$ cat src/rtl/mux4x1_sel_arbiter.sv
// Round-robin 4-channel grant scheduler that drives the select lines of a 4:1 mux.
// Each grant is held for at least DWELL cycles so the mux output stays stable,
// unless the granted channel drops its request first.
// Optional feature macro: MUX4X1_SEL_LOCK_EN. When it is defined, lock=1 pins the
// current grant for as long as its channel keeps requesting. When it is undefined,
// the lock input is ignored.
module mux4x1_sel_arbiter #(
    parameter int unsigned DWELL = 4,
    parameter int unsigned CW    = 8
) (
    input  logic       clk,
    input  logic       rst_n,
    input  logic [3:0] req,
    input  logic       lock,
    output logic       S1,
    output logic       S0,
    output logic [3:0] gnt,
    output logic       valid,
    output logic       switch
);

    typedef enum logic [0:0] {StIdle, StGrant} state_e;

    localparam logic [CW-1:0] DwellLoad = CW'(DWELL - 1);

    state_e          state_q, state_d;
    logic [1:0]      cur_q, cur_d;
    logic [1:0]      last_q, last_d;
    logic [CW-1:0]   cnt_q, cnt_d;
    logic [3:0]      gnt_q, gnt_d;
    logic            valid_q, valid_d;
    logic            switch_q, switch_d;

    logic [1:0]      scan_base;
    logic [1:0]      winner;
    logic            lock_hold;
    logic            expire;

    // First requester after 'base'. Offset 4 wraps back to base itself, so base
    // only wins when it is the sole requester.
    function automatic logic [1:0] rr_pick(input logic [3:0] r, input logic [1:0] base);
        logic [1:0] idx;
        rr_pick = base;
        for (int i = 4; i >= 1; i--) begin
            idx = base + 2'(i);
            if (r[idx]) begin
                rr_pick = idx;
            end
        end
    endfunction

`ifdef MUX4X1_SEL_LOCK_EN
    // Lock only pins a grant whose channel is still requesting.
    assign lock_hold = lock & req[cur_q];
`else
    logic unused_lock;
    assign unused_lock = lock;
    assign lock_hold   = 1'b0;
`endif

    // The scan starts after the last winner when idle and after the current owner
    // while granting. These are the same channel, but keeping them separate keeps
    // the reset priority (last=3) independent of the select reset (0).
    assign scan_base = (state_q == StIdle) ? last_q : cur_q;
    assign winner    = rr_pick(req, scan_base);
    assign expire    = ((cnt_q == '0) | ~req[cur_q]) & ~lock_hold;

    // Next-state and registered-output computation
    always_comb begin
        state_d  = state_q;
        cur_d    = cur_q;
        last_d   = last_q;
        cnt_d    = cnt_q;
        gnt_d    = gnt_q;
        valid_d  = valid_q;
        switch_d = 1'b0;

        unique case (state_q)
            StIdle: begin
                valid_d = 1'b0;
                gnt_d   = 4'b0000;
                if (|req) begin
                    state_d  = StGrant;
                    cur_d    = winner;
                    last_d   = winner;
                    gnt_d    = 4'b0001 << winner;
                    valid_d  = 1'b1;
                    cnt_d    = DwellLoad;
                    switch_d = 1'b1;
                end
            end
            StGrant: begin
                if (!expire) begin
                    // Not expired and not locked implies cnt is non-zero here.
                    if (!lock_hold) begin
                        cnt_d = cnt_q - 1'b1;
                    end
                end else if (req == 4'b0000) begin
                    state_d = StIdle;
                    valid_d = 1'b0;
                    gnt_d   = 4'b0000;
                end else begin
                    state_d  = StGrant;
                    cur_d    = winner;
                    last_d   = winner;
                    gnt_d    = 4'b0001 << winner;
                    valid_d  = 1'b1;
                    cnt_d    = DwellLoad;
                    switch_d = (winner != cur_q);
                end
            end
            default: begin
                state_d = StIdle;
                valid_d = 1'b0;
                gnt_d   = 4'b0000;
            end
        endcase
    end

    // State and output registers with asynchronous active-low reset
    always_ff @(posedge clk or negedge rst_n) begin
        if (!rst_n) begin
            state_q  <= StIdle;
            cur_q    <= 2'd0;
            last_q   <= 2'd3;
            cnt_q    <= '0;
            gnt_q    <= 4'b0000;
            valid_q  <= 1'b0;
            switch_q <= 1'b0;
        end else begin
            state_q  <= state_d;
            cur_q    <= cur_d;
            last_q   <= last_d;
            cnt_q    <= cnt_d;
            gnt_q    <= gnt_d;
            valid_q  <= valid_d;
            switch_q <= switch_d;
        end
    end

    assign S1     = cur_q[1];
    assign S0     = cur_q[0];
    assign gnt    = gnt_q;
    assign valid  = valid_q;
    assign switch = switch_q;

endmodule

$ cat config.mk
export PLATFORM = sky130hd
export DESIGN_NAME = mux4x1_sel_arbiter
export DESIGN_NICKNAME = d
export VERILOG_FILES = /design/src/rtl/mux4x1_sel_arbiter.sv
export SDC_FILE = /design/constraint.sdc
export NUM_CORES = 1
export LEC_CHECK = 0
export BUFFER_PORTS_ARGS = -buffer_cell sky130_fd_sc_hd__buf_4
export CAP_MARGIN = 20
export CELL_PAD_IN_SITES_DETAIL_PLACEMENT = 0
export CELL_PAD_IN_SITES_GLOBAL_PLACEMENT = 1
export CORE_UTILIZATION = 49
export CTS_BUF_LIST = sky130_fd_sc_hd__clkbuf_4 sky130_fd_sc_hd__clkbuf_8
export CTS_CLUSTER_SIZE = 24
export DETAILED_ROUTE_END_ITERATION = 10
export PLACE_DENSITY = 0.94
export REMOVE_ABC_BUFFERS = 1
export SLEW_MARGIN = 20
export SYNTH_ARGS = -nofsm -noshare
export SYNTH_HDL_FRONTEND = slang
export SYNTH_SLANG_ARGS = --single-unit
$ cat constraint.sdc
create_clock -name clk -period 4.2 [get_ports clk]
set_clock_uncertainty 0.2 [all_clocks]
set_input_delay 0.63 -clock clk [delete_from_list [all_inputs] [get_ports clk]]
set_output_delay 0.63 -clock clk [all_outputs]
set_load 0.1 [all_outputs]
==> summary.txt, run 1 <==
Status: completed
Top Family by Delay on Critical Path: multiplexers
CTS sink cnt: 19
I/O pins: 15
Crit path time final: 2.32 ns
Yosys top cell area share: 39.7%
FMAX: 0.431 GHz
Total area of sequential cells: 478 um2
Post-CTS Setup Inserts: 0
Initial Utilization: 53.6%
Die Span Y: 48.8 um
Worst Path Buf+Inv: 0
Layout Nets: 129
Post-synthesis cell type count: 44
Core area: 2000 um2
DRC viols: 0
Most common cell after layout, fill and taps aside: dfrtp_1
Post-Syn Area per Cell: 10.4 um2
Multi-input logic area: 547 um2
Min-Delay Endpoint: gnt[2]
Average wire per standard cell: 14.3 um
Post-CTS Resized: 0
Ys flop type: dfrtp_1
Initial antenna violation count: 0
First-pass GRT wire length: 3.48 mm
1st-iter DRT viols: 12
Min-delay src: gnt[2]
DP Wirelength: 1.42 mm
Worst EP required: 4.21 ns
Max-slew headroom: 49.8%
Num CTS Buffers: 3
Total number of vias: 825
Vias per inst: 5.65
Tot GR Track Use: 19.5%
TNS Setup: 0 ns
Synth Warn #: 0
RSZ-0062 raised after global routing: false
Post-synth EDFFs: 0
Register area share after synthesis: 44.6%
Fillcell total: 181
Worst-Skew Late Latency: 0.29 ns
Maxcap violations: 0
R2r setup slk: 1.88 ns
Die W: 48.8 um
# setup viols final: 0
Die area: 2380 um2
Worst R2R End: switch
Worst Setup Start Kind: flop
Cells after synthesis: 103
CP endpoint kind: flop
CP peak stage delay: 0.46 ns
CTS Buffer Depth: 2
DRT antenna net count: 0
Top post-synthesis cells by area: dfrtp_1 40%, dfstp_2 4.9%, nand2_1 3.5%
CTS H-tree depth: 1
WP data arrival: 2.33 ns
Pins Over Slew Limit: 0
Hold Path Class: flop to flop
GR Overflow Total: 0
Slew at the pin closest to its max-slew limit: 0.751 ns
Mapped Area: 1070 um2
Area growth, synth to finish: 15.4%
Synth area leader: dfrtp_1
Worst reg2reg path depth: 5
Layout cells sized above 1: 27.7%
Routability cong.: 0.866
Worst path cell trace: mux2i_1 > mux2_4 > a211oi_4 > xor2_1 > a311oi_1
Highest-count cells in the layout ignoring fill and taps: 17 x dfrtp_1, 14 x buf_4, 10 x nand2_1
Post-synthesis register bit count: 19
Ys async rst share: 100%
N_diodes: 0
Reg2reg start: state_q
Worst-path maximum fanout: 5
Pre-antenna DRT Iters: 4
Input/output buffers: 13
Fin. Hold Viols: 0
Hold path cells: 2
FP Rows: 16
Worst Setup Path Type: flop to flop
Root buffer selected by CTS: clkbuf_4
Final Cycle Share: 55.3%
CTS clk-pin slew, worst paths: 0.11 ns
Post-Route WL: 2.09 mm
CTS tree: built
CP max-delay cell: mux2i_1
Largest net degree at the start of global routing: 20
Vias in the first global route: 786
-- cells in the mapped netlist (3+ instances only) --
cell,count
inv_1,8
nor2_1,8
a21o_1,3
dfrtp_1,17
nand3_1,3
nand2_1,10
a21oi_1,4
-- sequential cells by signal, indices dropped and copies added (netlist names) --
signal	flops
gnt	4
last_q	2
state_q	1
cur_q	2
cnt_q	8
valid	1
switch	1
-- per-layer routing --
metal | vias up | track usage, % | wire (um) | share of wire [%]
met2 | 21 | 31.7 | 979 | 47
met5 | - | 0 | 0 | 0
li1 | 401 | - | - | -
met4 | 0 | 5.88 | 16 | 0.77
met1 | 401 | 26.5 | 1020 | 49
met3 | 2 | 3.74 | 69 | 3.3
-- tightest hold or removal path, stage by stage (launching register included) --
cell     delay (ns)
dfrtp_1        0.36
nand2_1        0.05
o31ai_1        0.05
-- stage by stage --
stage                     utilization (%)  cell area, um2  setup slack, ns  hold WS, ns  cells
after detailed placement             59.8            1200             1.91        0.265    141
after CTS                            61.8            1240             1.90        0.296    146
final                                61.8            1240             1.88        0.289    146
after global placement               59.5            1190             1.57        0.265    141
after floorplan                         -            1050             1.48        0.134    100
after global routing                 61.8            1240             1.78        0.324    146
-- worst max-delay path by stage --
stage	from	end	slack, ns	cells past startpoint
floorplan	cur_q[1]	switch	1.48	5
global placement	req[3]	cnt_q[4]	1.57	6
detailed placement	state_q	switch	1.91	5
CTS	state_q	switch	1.90	5
global route	state_q	switch	1.78	5
finish	state_q	switch	1.88	5
-- timing repair --
action                                 CTS  global route
endpoints found under the hold margin   17             0
setup endpoints to repair                0             0
hold buffers                             1             0
-- layout make-up --
cell class,count,area share [%]
multi-input cells,72,44.2
flip-flops and latches,19,38.6
repair buffers,15,9.30
inverters,9,2.73
well taps,27,2.73
clock buffers,4,2.43
-- kinds of logic (layout without fill, tap and decap cells) --
logic type | count (synthesis) | after routing | share of synthesized area (%)
compound gates | 27 | 27 | 20.9
fa+ha+maj | 2 | 2 | 2.33
buf+inv | 12 | 28 | 5.60
simple gates | 35 | 35 | 18.6
xor+xnor | 3 | 3 | 2.45
mux | 5 | 5 | 5.60
flops | 19 | 19 | 44.6
Power of run 1 is not shown: default switching activity piles up to over one toggle a cycle in this logic, so the estimate is an artifact.
==> run 2: changes to the inputs <==
--- a/config.mk
+++ b/config.mk
@@ -9,11 +9,11 @@
 export CAP_MARGIN = 20
 export CELL_PAD_IN_SITES_DETAIL_PLACEMENT = 0
 export CELL_PAD_IN_SITES_GLOBAL_PLACEMENT = 1
-export CORE_UTILIZATION = 49
+export CORE_UTILIZATION = 45
 export CTS_BUF_LIST = sky130_fd_sc_hd__clkbuf_4 sky130_fd_sc_hd__clkbuf_8
 export CTS_CLUSTER_SIZE = 24
 export DETAILED_ROUTE_END_ITERATION = 10
-export PLACE_DENSITY = 0.94
+export PLACE_DENSITY = 0.88
 export REMOVE_ABC_BUFFERS = 1
 export SLEW_MARGIN = 20
 export SYNTH_ARGS = -nofsm -noshare
==> constraint.sdc (replaced) <==
create_clock -name clk -period 2.3 [get_ports clk]
set_clock_uncertainty 0.2 [all_clocks]
set_input_delay 0.345 -clock clk [delete_from_list [all_inputs] [get_ports clk]]
set_output_delay 0.345 -clock clk [all_outputs]
set_load 0.1 [all_outputs]
==> run 2 against run 1 <==
Effect of this change:
- design area up 3.5%
- routed wire length rose by 4.5%
- setup slack worse by 1.8 ns
- critical path depth did not move
- hold slack lost 0.11 ns
- utilization decreased by 4.4 points
- flip-flop and latch count unchanged
- cell count increased by 4.1%
- sequential share of layout area fell by 1.3 points
- global-route usage down 0.11 points
- largest cell class unchanged
==> summary.txt, run 2 (same netlist as run 1, synthesis figures left out) <==
Status: completed
Max FFs per register: 8 (unchanged)
Vias per inst: 5.47 (-3.1%)
Input/output buffers: 13 (unchanged)
CTS clk-pin slew, worst paths: 0.11 ns (about the same)
Core area: 2230 um2 (+12%)
Layout cells sized above 1: 30.6% (+2.9 points)
Largest net degree at the start of global routing: 20 (unchanged)
Initial antenna violation count: 0 (unchanged)
Die area: 2580 um2 (+8.5%)
Layout Cells excl Fill: 152 (+4.1%)
CTS H-tree depth: 1 (unchanged)
1st-iter DRT viols: 9 (-3)
GR Overflow Total: 0 (unchanged)
Fillcell total: 216 (+19%)
Crit path time final: 2.17 ns (-0.148 ns)
FMAX: 0.460 GHz (+6.8%)
Most common cell after layout, fill and taps aside: buf_4
CP peak stage delay: 0.47 ns (about the same)
FP Rows: 17 (+1)
Area growth, synth to finish: 19.5%
Root buffer selected by CTS: clkbuf_4
Top Family by Delay on Critical Path: compound AO/OA/AOI/OAI gates
# setup viols final: 0 (unchanged)
Tot GR Track Use: 19.4% (-0.11 points)
DRC viols: 0 (unchanged)
CP max-delay cell: dfrtp_1
Final Cycle Share: 94.5% (+39 points)
Highest-count cells in the layout ignoring fill and taps: 19 x buf_4, 17 x dfrtp_1, 10 x nand2_1
I/O pins: 15 (unchanged)
Num CTS Buffers: 3 (unchanged)
Average wire per standard cell: 14.4 um (+0.38%)
Max-slew headroom: 51.0% (+1.2 points)
Multi-input logic area: 554 um2 (+1.4%)
Hold Path Class: primary input to flop
Pre-antenna DRT Iters: 3 (-1)
Total number of vias: 832 (+0.85%)
Worst Setup Path Type: flop to flop
WP data arrival: 2.18 ns (-0.15 ns)
Slew at the pin closest to its max-slew limit: 0.732 ns (-0.0185 ns)
Worst path cell trace: mux2i_1 > mux2_4 > a211oi_4 > xor2_1 > a311oi_1
Routability cong.: 0.826 (-4.6%)
Die Span Y: 50.8 um (+4.2%)
Maxcap violations: 0 (unchanged)
CTS sink cnt: 19 (unchanged)
RSZ-0062 raised after global routing: false
Worst Setup Start Kind: flop
CTS Buffer Depth: 2 (unchanged)
Post-Route Utilization: 57.4% (-4.4 points)
CP endpoint kind: flop
Vias in the first global route: 840 (+6.9%)
Layout Nets: 134 (+3.9%)
Pins Over Slew Limit: 0 (unchanged)
DP Wirelength: 1.60 mm (+13%)
DRT antenna net count: 0 (unchanged)
First-pass GRT wire length: 3.64 mm (+4.6%)
Post-Route WL: 2.18 mm (+4.5%)
Worst-Skew Late Latency: 0.31 ns (+0.02 ns)
Worst-path maximum fanout: 6 (+1)
Die W: 50.8 um (+4.2%)
Total area of sequential cells: 478 um2 (unchanged)
Fin. Hold Viols: 0 (unchanged)
CTS tree: built
N_diodes: 0 (unchanged)
Most flops, register: cnt_q
Placed cell count: 147 (+4.3%)
Initial Utilization: 48.0% (-5.6 points)
Worst Path Buf+Inv: 0 (unchanged)
Worst EP required: 2.30 ns (-1.91 ns)
-- run 2: changes by cell type in the layout (fill, tap and decap cells not counted) --
| cell | previous run | this run |
|---|---|---|
| nor4_2 | 1 | 0 |
| clkinv_2 | 0 | 1 |
| buf_4 | 14 | 19 |
| clkbuf_4 | 4 | 3 |
| or3_4 | 0 | 1 |
| or3_1 | 1 | 0 |
| nor4_1 | 1 | 2 |
| mux2i_2 | 1 | 0 |
| mux2i_4 | 0 | 1 |
-- run 2: worst reg2reg max path, stage by stage (launching register included) --
cell	delay, ns
dfrtp_1	0.47
mux2i_1	0.29
mux2_4	0.35
a211oi_4	0.33
xor2_1	0.11
a311oi_1	0.32
-- run 2: cell type report --
class | instances | share of cell area, %
repair buffers | 20 | 11.9
clock buffers | 3 | 1.76
flip-flops and latches | 19 | 37.3
clock inverters | 1 | 0.391
well taps | 28 | 2.73
inverters | 9 | 2.64
multi-input cells | 72 | 43.3
-- run 2: what timing repair did --
item | 4_1_cts | 5_1_grt
resized for setup | 1 | 2
hold buffers | 1 | 0
buffers inserted | 0 | 0
endpoints found under the hold margin | 19 | 0
pin swaps | 0 | 0
gates cloned | 0 | 0
endpoints found under the setup margin | 5 | 5
-- run 2: path summary, 6_finish.rpt --
| path | start | end | slack, ns | depth (start not counted) |
|---|---|---|---|---|
| hold reg to reg | gnt[1] | gnt[1] | 0.30 | 2 |
| setup / recovery | cur_q[1] | switch | 0.13 | 5 |
| setup reg to reg | cur_q[1] | switch | 0.13 | 5 |
| hold / removal | req[3] | gnt[0] | 0.18 | 4 |
| min in group asynchronous | rst_n | cnt_q[3] | 0.23 | 2 |
| max in group asynchronous | rst_n | last_q[0] | 1.41 | 2 |
-- run 2: metrics by stage --
stage | hold WS [ns] | area [um2] | setup slack, ns | TNS, ns
floorplan | -0.151 | 1050 | -0.424 | -4.19
global placement | 0.0306 | 1220 | -0.0531 | -0.0531
detailed placement | 0.0317 | 1220 | -0.0913 | -0.131
CTS | 0.171 | 1270 | 0.0264 | 0
global route | 0.177 | 1280 | 0.0165 | 0
finish | 0.178 | 1280 | 0.126 | 0
-- run 2: routing by layer --
metal / GRT usage [%] / up-vias / routed length (um)
met2: 34.0 / 12 / 1110
met5: 0 / - / 0
met1: 22.3 / 407 / 982
li1: - / 408 / -
met4: 9.72 / 0 / 42
met3: 4.17 / 5 / 51
Power of run 2 is left out for the same reason.
